File: config.mk
export PLATFORM = sky130hd
export DESIGN_NAME = cpu_ctrl_fsm_flat
export DESIGN_NICKNAME = d
export VERILOG_FILES = /design/src/rtl/cpu_ctrl_pkg.sv /design/src/rtl/cpu_ctrl_fsm_if.sv /design/src/rtl/cpu_mem_wait_timer.sv /design/src/rtl/cpu_ctrl_fsm.sv /design/src/flat_wrapper.sv
export SDC_FILE = /design/constraint.sdc
export NUM_CORES = 1
export LEC_CHECK = 0
export CAP_MARGIN = 0
export CORE_MARGIN = 2
export CORE_UTILIZATION = 42
export DETAILED_ROUTE_END_ITERATION = 8
export GPL_TIMING_DRIVEN = 1
export PLACE_DENSITY_LB_ADDON = 0.12
export SLEW_MARGIN = 40
export SYNTH_ARGS = -nofsm -noshare
export SYNTH_HDL_FRONTEND = slang
export SYNTH_HIERARCHICAL = 1
export SYNTH_SLANG_ARGS = --single-unit
File: constraint.sdc
create_clock -name clk -period 4.7 [get_ports clk]
set_clock_uncertainty 0.1 [all_clocks]
set_input_delay 0.94 -clock clk [delete_from_list [all_inputs] [get_ports clk]]
set_output_delay 0.94 -clock clk [all_outputs]
set_load 0.05 [all_outputs]
File: src/rtl/cpu_ctrl_pkg.sv
// Shared definitions for the CPU control sequencer: opcodes, FSM states,
// instruction classes and IR field positions.
package cpu_ctrl_pkg;

  localparam int unsigned INSTR_W = 16;
  localparam int unsigned OP_W    = 4;
  localparam int unsigned REG_W   = 6;

  localparam int unsigned IR_OP_HI = 15;
  localparam int unsigned IR_OP_LO = 12;
  localparam int unsigned IR_A_HI  = 11;
  localparam int unsigned IR_A_LO  = 6;
  localparam int unsigned IR_B_HI  = 5;
  localparam int unsigned IR_B_LO  = 0;

  localparam logic [OP_W-1:0] OP_NOP    = 4'h0;
  localparam logic [OP_W-1:0] OP_ALU_LO = 4'h1;
  localparam logic [OP_W-1:0] OP_ALU_HI = 4'h7;
  localparam logic [OP_W-1:0] OP_ADDI   = 4'h8;
  localparam logic [OP_W-1:0] OP_SUBI   = 4'h9;
  localparam logic [OP_W-1:0] OP_MOV    = 4'hA;
  localparam logic [OP_W-1:0] OP_MOVI   = 4'hB;
  localparam logic [OP_W-1:0] OP_LOAD   = 4'hC;
  localparam logic [OP_W-1:0] OP_STORE  = 4'hD;

  typedef enum logic [2:0] {
    ST_IDLE,
    ST_FETCH,
    ST_DECODE,
    ST_EXEC,
    ST_MEM,
    ST_WB,
    ST_HALT
  } state_t;

  typedef enum logic [2:0] {
    CLS_NOP,
    CLS_ALU,
    CLS_IMM,
    CLS_MOV,
    CLS_MEM,
    CLS_ILL
  } op_class_t;

  function automatic op_class_t classify(input logic [OP_W-1:0] op);
    op_class_t cls;
    case (op) inside
      OP_NOP:                 cls = CLS_NOP;
      [OP_ALU_LO:OP_ALU_HI]:  cls = CLS_ALU;
      OP_ADDI, OP_SUBI:       cls = CLS_IMM;
      OP_MOV, OP_MOVI:        cls = CLS_MOV;
      OP_LOAD, OP_STORE:      cls = CLS_MEM;
      default:                cls = CLS_ILL;
    endcase
    return cls;
  endfunction

  // Operand B comes from the zero-extended IR[5:0] field for these opcodes.
  function automatic logic uses_imm(input logic [OP_W-1:0] op);
    return (op == OP_ADDI) || (op == OP_SUBI) || (op == OP_MOVI);
  endfunction

endpackage

File: src/rtl/cpu_ctrl_fsm_if.sv
// Bus bundle between the control sequencer and instruction memory,
// register file / ALU and data memory.
interface cpu_ctrl_fsm_if #(
  parameter int unsigned PC_W = 8
) ();
  import cpu_ctrl_pkg::*;

  logic               start;
  logic [INSTR_W-1:0] instr_in;
  logic               instr_valid;
  logic               mem_ack;

  logic               fetch_req;
  logic [PC_W-1:0]    pc;
  logic [REG_W-1:0]   rf_raddr_a;
  logic [REG_W-1:0]   rf_raddr_b;
  logic [REG_W-1:0]   rf_waddr;
  logic               rf_we;
  logic               alu_en;
  logic [OP_W-1:0]    alu_op;
  logic               imm_sel;
  logic               mem_req;
  logic               mem_we;
  logic               busy;
  logic               halted;
  logic               err;

  modport master (
    input  start, instr_in, instr_valid, mem_ack,
    output fetch_req, pc, rf_raddr_a, rf_raddr_b, rf_waddr, rf_we,
           alu_en, alu_op, imm_sel, mem_req, mem_we, busy, halted, err
  );

  modport slave (
    output start, instr_in, instr_valid, mem_ack,
    input  fetch_req, pc, rf_raddr_a, rf_raddr_b, rf_waddr, rf_we,
           alu_en, alu_op, imm_sel, mem_req, mem_we, busy, halted, err
  );

endinterface

File: src/rtl/cpu_mem_wait_timer.sv
// Counts cycles spent waiting on data memory; o_expired flags that the
// count has reached MEM_WAIT_MAX.
module cpu_mem_wait_timer #(
  parameter int unsigned MEM_WAIT_MAX = 15
) (
  input  logic clk,
  input  logic rst,
  input  logic i_clr,
  input  logic i_en,
  output logic o_expired
);

  localparam int unsigned CNT_W = $clog2(MEM_WAIT_MAX + 1);

  logic [CNT_W-1:0] r_count;

  always_ff @(posedge clk) begin
    if (rst || i_clr) begin
      r_count <= '0;
    end else if (i_en && !o_expired) begin
      r_count <= r_count + 1'b1;
    end
  end

  assign o_expired = (r_count == CNT_W'(MEM_WAIT_MAX));

endmodule

File: src/rtl/cpu_ctrl_fsm.sv
// Multi-cycle fetch/decode/execute sequencer for the 16-bit CPU datapath.
// Optional: define ILLEGAL_OP_TRAP_EN to halt with err on opcodes 1110/1111.
module cpu_ctrl_fsm
  import cpu_ctrl_pkg::*;
#(
  parameter int unsigned     PC_W         = 8,
  parameter logic [PC_W-1:0] RESET_PC     = '0,
  parameter int unsigned     MEM_WAIT_MAX = 15
) (
  input logic            clk,
  input logic            rst,
  cpu_ctrl_fsm_if.master bus
);

  state_t             r_state;
  state_t             w_next_state;
  logic [INSTR_W-1:0] r_ir;
  logic [PC_W-1:0]    r_pc;
  logic               r_err;

  logic [OP_W-1:0]    w_op;
  op_class_t          w_cls;
  logic               w_pc_inc;
  logic               w_set_err;
  logic               w_timer_en;
  logic               w_mem_expired;

  logic               w_fetch_req;
  logic               w_alu_en;
  logic               w_imm_sel;
  logic               w_rf_we;
  logic               w_mem_req;
  logic               w_mem_we;
  logic               w_busy;
  logic               w_halted;

  assign w_op  = r_ir[IR_OP_HI:IR_OP_LO];
  assign w_cls = classify(w_op);

  // Counting on entry (not on the first MEM cycle) makes the count equal the
  // number of MEM cycles so far, so expiry lands on the MEM_WAIT_MAX-th cycle.
  assign w_timer_en = (w_next_state == ST_MEM);

  cpu_mem_wait_timer #(
    .MEM_WAIT_MAX (MEM_WAIT_MAX)
  ) u_wait_timer (
    .clk       (clk),
    .rst       (rst),
    .i_clr     (!w_timer_en),
    .i_en      (w_timer_en),
    .o_expired (w_mem_expired)
  );

  always_ff @(posedge clk) begin
    if (rst) begin
      r_state <= ST_IDLE;
    end else begin
      r_state <= w_next_state;
    end
  end

  always_ff @(posedge clk) begin
    if (rst) begin
      r_ir  <= '0;
      r_pc  <= RESET_PC;
      r_err <= 1'b0;
    end else begin
      if (r_state == ST_FETCH && bus.instr_valid) begin
        r_ir <= bus.instr_in;
      end
      if (w_pc_inc) begin
        r_pc <= r_pc + 1'b1;
      end
      if (w_set_err) begin
        r_err <= 1'b1;
      end
    end
  end

  always_comb begin
    w_next_state = r_state;
    w_pc_inc     = 1'b0;
    w_set_err    = 1'b0;
    unique case (r_state)
      ST_IDLE: begin
        if (bus.start) w_next_state = ST_FETCH;
      end
      ST_FETCH: begin
        if (bus.instr_valid) w_next_state = ST_DECODE;
      end
      ST_DECODE: begin
        unique case (w_cls)
          CLS_NOP: begin
            w_pc_inc     = 1'b1;
            w_next_state = ST_FETCH;
          end
          CLS_ALU, CLS_IMM, CLS_MOV: w_next_state = ST_EXEC;
          CLS_MEM: w_next_state = ST_MEM;
          default: begin
`ifdef ILLEGAL_OP_TRAP_EN
            w_set_err    = 1'b1;
            w_next_state = ST_HALT;
`else
            w_pc_inc     = 1'b1;
            w_next_state = ST_FETCH;
`endif
          end
        endcase
      end
      ST_EXEC: w_next_state = ST_WB;
      ST_MEM: begin
        if (bus.mem_ack) begin
          if (w_op == OP_STORE) begin
            w_pc_inc     = 1'b1;
            w_next_state = ST_FETCH;
          end else begin
            w_next_state = ST_WB;
          end
        end else if (w_mem_expired) begin
          w_set_err    = 1'b1;
          w_next_state = ST_HALT;
        end
      end
      ST_WB: begin
        w_pc_inc     = 1'b1;
        w_next_state = ST_FETCH;
      end
      ST_HALT: w_next_state = ST_HALT;
      default: w_next_state = ST_IDLE;
    endcase
  end

  // Reset masks every strobe combinationally so requests drop in the rst cycle.
  always_comb begin
    w_fetch_req = 1'b0;
    w_alu_en    = 1'b0;
    w_imm_sel   = 1'b0;
    w_rf_we     = 1'b0;
    w_mem_req   = 1'b0;
    w_mem_we    = 1'b0;
    w_busy      = 1'b0;
    w_halted    = 1'b0;
    if (!rst) begin
      w_busy = (r_state != ST_IDLE) && (r_state != ST_HALT);
      case (r_state)
        ST_FETCH: w_fetch_req = 1'b1;
        ST_EXEC: begin
          w_alu_en  = 1'b1;
          w_imm_sel = uses_imm(w_op);
        end
        ST_MEM: begin
          w_mem_req = 1'b1;
          w_mem_we  = (w_op == OP_STORE);
        end
        ST_WB:   w_rf_we  = 1'b1;
        ST_HALT: w_halted = 1'b1;
        default: ;
      endcase
    end
  end

  assign bus.fetch_req  = w_fetch_req;
  assign bus.pc         = r_pc;
  assign bus.rf_raddr_a = rst ? '0 : r_ir[IR_A_HI:IR_A_LO];
  assign bus.rf_raddr_b = rst ? '0 : r_ir[IR_B_HI:IR_B_LO];
  assign bus.rf_waddr   = rst ? '0 : r_ir[IR_A_HI:IR_A_LO];
  assign bus.rf_we      = w_rf_we;
  assign bus.alu_en     = w_alu_en;
  assign bus.alu_op     = rst ? '0 : w_op;
  assign bus.imm_sel    = w_imm_sel;
  assign bus.mem_req    = w_mem_req;
  assign bus.mem_we     = w_mem_we;
  assign bus.busy       = w_busy;
  assign bus.halted     = w_halted;
  assign bus.err        = r_err && !rst;

endmodule

File: src/flat_wrapper.sv
// flat-port wrapper written by rule: the top's interface ports become plain ports
module cpu_ctrl_fsm_flat import cpu_ctrl_pkg::*;
#(
  parameter int unsigned     PC_W         = 8,
  parameter logic [PC_W-1:0] RESET_PC     = '0,
  parameter int unsigned     MEM_WAIT_MAX = 15
)
  (clk, rst, bus_start, bus_instr_in, bus_instr_valid, bus_mem_ack, bus_fetch_req, bus_pc, bus_rf_raddr_a, bus_rf_raddr_b, bus_rf_waddr, bus_rf_we, bus_alu_en, bus_alu_op, bus_imm_sel, bus_mem_req, bus_mem_we, bus_busy, bus_halted, bus_err);
  cpu_ctrl_fsm_if #(.PC_W(PC_W)) bus_i ();
  input logic clk;
  input logic rst;
  input wire logic [$bits(bus_i.start)-1:0] bus_start;
  input wire logic [$bits(bus_i.instr_in)-1:0] bus_instr_in;
  input wire logic [$bits(bus_i.instr_valid)-1:0] bus_instr_valid;
  input wire logic [$bits(bus_i.mem_ack)-1:0] bus_mem_ack;
  output wire logic [$bits(bus_i.fetch_req)-1:0] bus_fetch_req;
  output wire logic [$bits(bus_i.pc)-1:0] bus_pc;
  output wire logic [$bits(bus_i.rf_raddr_a)-1:0] bus_rf_raddr_a;
  output wire logic [$bits(bus_i.rf_raddr_b)-1:0] bus_rf_raddr_b;
  output wire logic [$bits(bus_i.rf_waddr)-1:0] bus_rf_waddr;
  output wire logic [$bits(bus_i.rf_we)-1:0] bus_rf_we;
  output wire logic [$bits(bus_i.alu_en)-1:0] bus_alu_en;
  output wire logic [$bits(bus_i.alu_op)-1:0] bus_alu_op;
  output wire logic [$bits(bus_i.imm_sel)-1:0] bus_imm_sel;
  output wire logic [$bits(bus_i.mem_req)-1:0] bus_mem_req;
  output wire logic [$bits(bus_i.mem_we)-1:0] bus_mem_we;
  output wire logic [$bits(bus_i.busy)-1:0] bus_busy;
  output wire logic [$bits(bus_i.halted)-1:0] bus_halted;
  output wire logic [$bits(bus_i.err)-1:0] bus_err;
  assign bus_i.start = bus_start;
  assign bus_i.instr_in = bus_instr_in;
  assign bus_i.instr_valid = bus_instr_valid;
  assign bus_i.mem_ack = bus_mem_ack;
  assign bus_fetch_req = bus_i.fetch_req;
  assign bus_pc = bus_i.pc;
  assign bus_rf_raddr_a = bus_i.rf_raddr_a;
  assign bus_rf_raddr_b = bus_i.rf_raddr_b;
  assign bus_rf_waddr = bus_i.rf_waddr;
  assign bus_rf_we = bus_i.rf_we;
  assign bus_alu_en = bus_i.alu_en;
  assign bus_alu_op = bus_i.alu_op;
  assign bus_imm_sel = bus_i.imm_sel;
  assign bus_mem_req = bus_i.mem_req;
  assign bus_mem_we = bus_i.mem_we;
  assign bus_busy = bus_i.busy;
  assign bus_halted = bus_i.halted;
  assign bus_err = bus_i.err;
  cpu_ctrl_fsm #(.PC_W(PC_W), .RESET_PC(RESET_PC), .MEM_WAIT_MAX(MEM_WAIT_MAX)) u_core (.clk(clk), .rst(rst), .bus(bus_i));
endmodule
-- Word level (Yosys, flattened, before mapping)
Cells that the tools add are included.
- add/subtract/negate cells: 2
- $lt $le $gt $ge: 2
- eq/ne operators: 19
- reductions and logical operators: 19
- muxes and demuxes: 37
- operators with widths (cell ; number):
    equality test 4 bit (second input constant) ; 7
    two-way mux 3 bit ; 9
    two-way mux 1 bit ; 22
    one-hot mux 3 bit (7 select lines) ; 1
    equality test 3 bit (second input constant) ; 5
    equality test 3 x 2 -> 1 bit (second input constant) ; 4
    two-way mux 6 bit ; 2
    adder 8 x 1 -> 8 bit (second input constant) ; 1
    equality test 3 x 1 -> 1 bit (second input constant) ; 2
    one-hot mux 3 bit (2 select lines) ; 1
    OR reduction 2 bit ; 3
    logical AND 1 bit ; 5
    adder 4 x 1 -> 4 bit (second input constant) ; 1
    greater-or-equal comparator 4 x 1 -> 1 bit (second input constant) ; 1
    <= comparator 4 x 3 -> 1 bit (second input constant) ; 1
    zero test 4 bit ; 1
    two-way mux 4 bit ; 1
    OR reduction 4 bit ; 1
    zero test 1 bit ; 3
    zero test 3 bit ; 1
    logical OR 1 bit ; 3
    != test 3 bit (second input constant) ; 1
    one-hot mux 1 bit (3 select lines) ; 1
    nonzero test 3 bit ; 1
    OR reduction 3 bit ; 1
- input bits: 21
- register bits: 32

-- Depth between registers and ports, before layout
- depth after elaboration: 14
- gate-level depth with buffers: 10
- depth with buffers taken out: 10

-- Modules after synthesis
The synthesis kept the hierarchy.
- modules (own cells, without submodules) (module ; area an instance (um^2) ; cells an instance ; times used ; sequential area each (um^2)):
    cpu_ctrl_fsm ; 1525.2 ; 197 ; 1 ; 560.5
    cpu_mem_wait_timer ; 211.5 ; 22 ; 1 ; 80.1

-- Worst setup path after synthesis
OpenSTA, ideal clock, no wires.
- kind: input port to output port
- from: input rst
- to: output bus_mem_we
- required time: 3.660 ns
- path slack: 0.390 ns
- arrival time: 3.270 ns
- stages on the path: 3
- cell sequence: clkbuf_1 -> nor4_1 -> and3_1
- longest elaborated chain between the ends: 1
- ends and longest elaborated chain (item ; RTL line ; text):
    start: declaration ; flat_wrapper.sv:11 ; input logic rst;
    two-way mux 1 bit ; cpu_ctrl_fsm.sv:143 ; if (!rst) begin
    end: declaration ; flat_wrapper.sv:26 ; output wire logic [$bits(bus_i.mem_we)-1:0] bus_mem_we;
No other way between the ends.

-- Worst setup path after layout
- from: input rst
- to: output bus_imm_sel
- longest elaborated chain between the ends: 1
- ends and longest elaborated chain (item ; RTL line ; text):
    two-way mux 1 bit ; cpu_ctrl_fsm.sv:143 ;
    end: declaration ; flat_wrapper.sv:24 ; output wire logic [$bits(bus_i.imm_sel)-1:0] bus_imm_sel;
No other way between the ends.

==> impl_metrics.tcl <==
set metrics [dict create \
    rows 23 \
    yosys.area.top_type "dfxtp_1" \
    antenna_found_initial 0 \
    wl_per_cell_um 12.5 \
    yosysUniqueCellTypes 46 \
    viasPerCell 5.20 \
    required_ns 3.66 \
    netlist.area_leader.share 0.369 \
    io_buffers 59 \
    nets 291 \
    critical_path_class "in2out" \
    fmax_mhz 276 \
    timing.hold.ws_ns 0.349 \
    grt_pass1_vias 1537 \
    post-route-period-util 0.772 \
    tns_ns 0 \
    cap_violations 0 \
    dr.pass1.iters 4 \
    drt-initial-drc-count 70 \
    floorplan.initialDensity 0.434 \
    syn_area_mm2 0.00174 \
    post_cts_resized 0 \
    r2r_cells 7 \
    insertion_delay_ns 0.28 \
    cp_max_fo 43 \
    numCtsBuffers 5 \
    syn_inst 219 \
    cp.arrival_ns 2.59 \
    ys_warn_count 6 \
    synth_common_cells "nand2_1 (39), dfxtp_1 (32), nor2b_1 (25)" \
    async_flop_share 0 \
    cts_setup_buffers 0 \
    via_count 1660 \
    grt_pass1_wl_um 6630 \
    synth_edf_count 0 \
    holdPathEnd "u_core/r_ir[1]$_SDFFE_PP0P_" \
    htree_levels 2 \
    p_per_area_mw_per_mm2 250 \
    fin_cells 319 \
    ys.flop_type "dfxtp_1" \
    r2r_end "u_core/u_wait_timer/r_count[3]$_SDFFE_PP0P_" \
    synthTopCellsByArea "dfxtp_1 (37%), nor2b_1 (9.0%), nand2_1 (8.4%)" \
    drive_gt1_frac 0.0892 \
    vdd_drop_max_uv 196 \
    cts_buffer_depth 2 \
    drc 0 \
    overflow 0 \
    ant_nets 0 \
    root_buffer "clkbuf_8" \
    stdcell_area_mm2 0.00241 \
    leakagePower_nw 0.842 \
    setup_viol 0 \
    dieArea_mm2 0.00467 \
    r2r_start "u_core/r_state[2]$_SDFF_PP0_" \
    antenna_cells 0 \
    outcome "finished clean" \
    hp-start "u_core/r_ir[1]$_SDFFE_PP0P_" \
    total_power_mw 0.603 \
    routabilityCongestion 0.830 \
    dpl_cell_area_mm2 0.00232 \
    die_x_um 68.3 \
    ys_ff_latch 32 \
    path_clk_slew_ns 0.06 \
    grt_use_total 0.190 \
    coreArea_mm2 0.00400 \
    io-pin-count 60 \
    post-dp-hpwl_um 2810 \
    cts_sinks 32 \
    grt_setup_unrepaired "false" \
    slew_headroom 0.528 \
    syn2layout_area_growth_pct 38.8 \
    cp-end-kind "primary output" \
    final-seq-area_um2 641 \
    die_y_um 68.3 \
    yosysMostFrequentCell "nand2_1" \
    hold_viol 0 \
    period_needed_ns 3.63 \
    avgSynthCellArea_um2 7.93 \
    drv_slew 0 \
    postCtsHoldBufs 0 \
    placed_cells 311 \
    nFillCells 389 \
    hold_path_class "reg2reg" \
    startpoint_type "input port" \
    reg2reg_slack_ns 2.06 \
    cts_tree "yes" \
    ys_seq_area_frac 0.369 \
    grt_max_degree 44 \
    worst_pin_slew_ns 0.707 \
    multi_input_area_mm2 0.00101 \
    syn_nets 242 \
    holdPathStages 2 \
    wirelength_um 3990 \
]
==> how the worst max path moves through the flow <==
stage / depth (start not counted) / startpoint / slack (ns) / endpoint
final: 4 / rst / 1.07 / bus_imm_sel
after global routing: 4 / u_core/r_state[2]$_SDFF_PP0_ / 0.94 / bus_mem_we
after CTS: 4 / rst / 1.05 / bus_imm_sel
after detailed placement: 4 / rst / 1.05 / bus_imm_sel
after global placement: 4 / rst / 1.07 / bus_imm_sel
after floorplan: 3 / rst / 0.39 / bus_mem_we
==> stage by stage <==
stage	util	setup WS [ns]
5_1_grt	0.603	0.940
2_1_floorplan	-	0.390
3_5_place_dp	0.580	1.05
4_1_cts	0.603	1.05
6_report	0.603	1.07
3_3_place_gp	0.580	1.07
==> cells by family after synthesis <==
| family | share of synthesized area |
|---|---|
| xor+xnor | 0.00504 |
| compound gates | 0.164 |
| flops | 0.369 |
| buf+inv | 0.0605 |
| simple gates | 0.337 |
| mux | 0.0504 |
| fa+ha+maj | 0.0144 |
==> layout make-up <==
cell class,instances,area share
clock buffers,8,0.0374
inverters,3,0.00467
multi-input cells,165,0.417
flip-flops and latches,32,0.266
well taps,50,0.0259
repair buffers,61,0.249
==> layer usage <==
layer,GRT usage,up-vias,part of all wire
met2,0.331,30,0.50
met3,0.0641,5,0.043
met4,0.0600,0,0.012
met5,0,-,0
met1,0.219,780,0.45
li1,-,845,-
==> where the power goes <==
part           internal (mW)  switching, mW
Sequential             0.279         0.0110
Clock                  0.119         0.0949
Combinational         0.0433         0.0552
Total                  0.442          0.161
==> critical path: stages <==
cell	delay (ns)
buf_2	0.32
nor3_1	0.30
and4b_1	0.21
clkdlybuf4s50_1	0.80
==> sequential cells by signal, summed over array words and instances, names as in the netlist <==
| register | flops |
|---|---|
| u_core/r_ir | 16 |
| u_core/bus.pc | 8 |
| u_core/r_err | 1 |
| u_core/r_state | 3 |
| u_core/u_wait_timer/r_count | 4 |
==> cells in the final DEF, fill, tap and decap left out, drive strengths merged, types with 3 or more instances in the layout <==
cell / n
clkbuf: 8
a21oi: 23
mux2: 6
nor2: 14
nor2b: 25
o211ai: 3
clkdlybuf4s50: 58
nand2: 39
nor3: 5
nand2b: 3
o21ai: 6
and3b: 3
a31oi: 3
buf: 3
inv: 3
dfxtp: 32
nand3: 7
No activity file was read; power rests on OpenSTA's default activity.
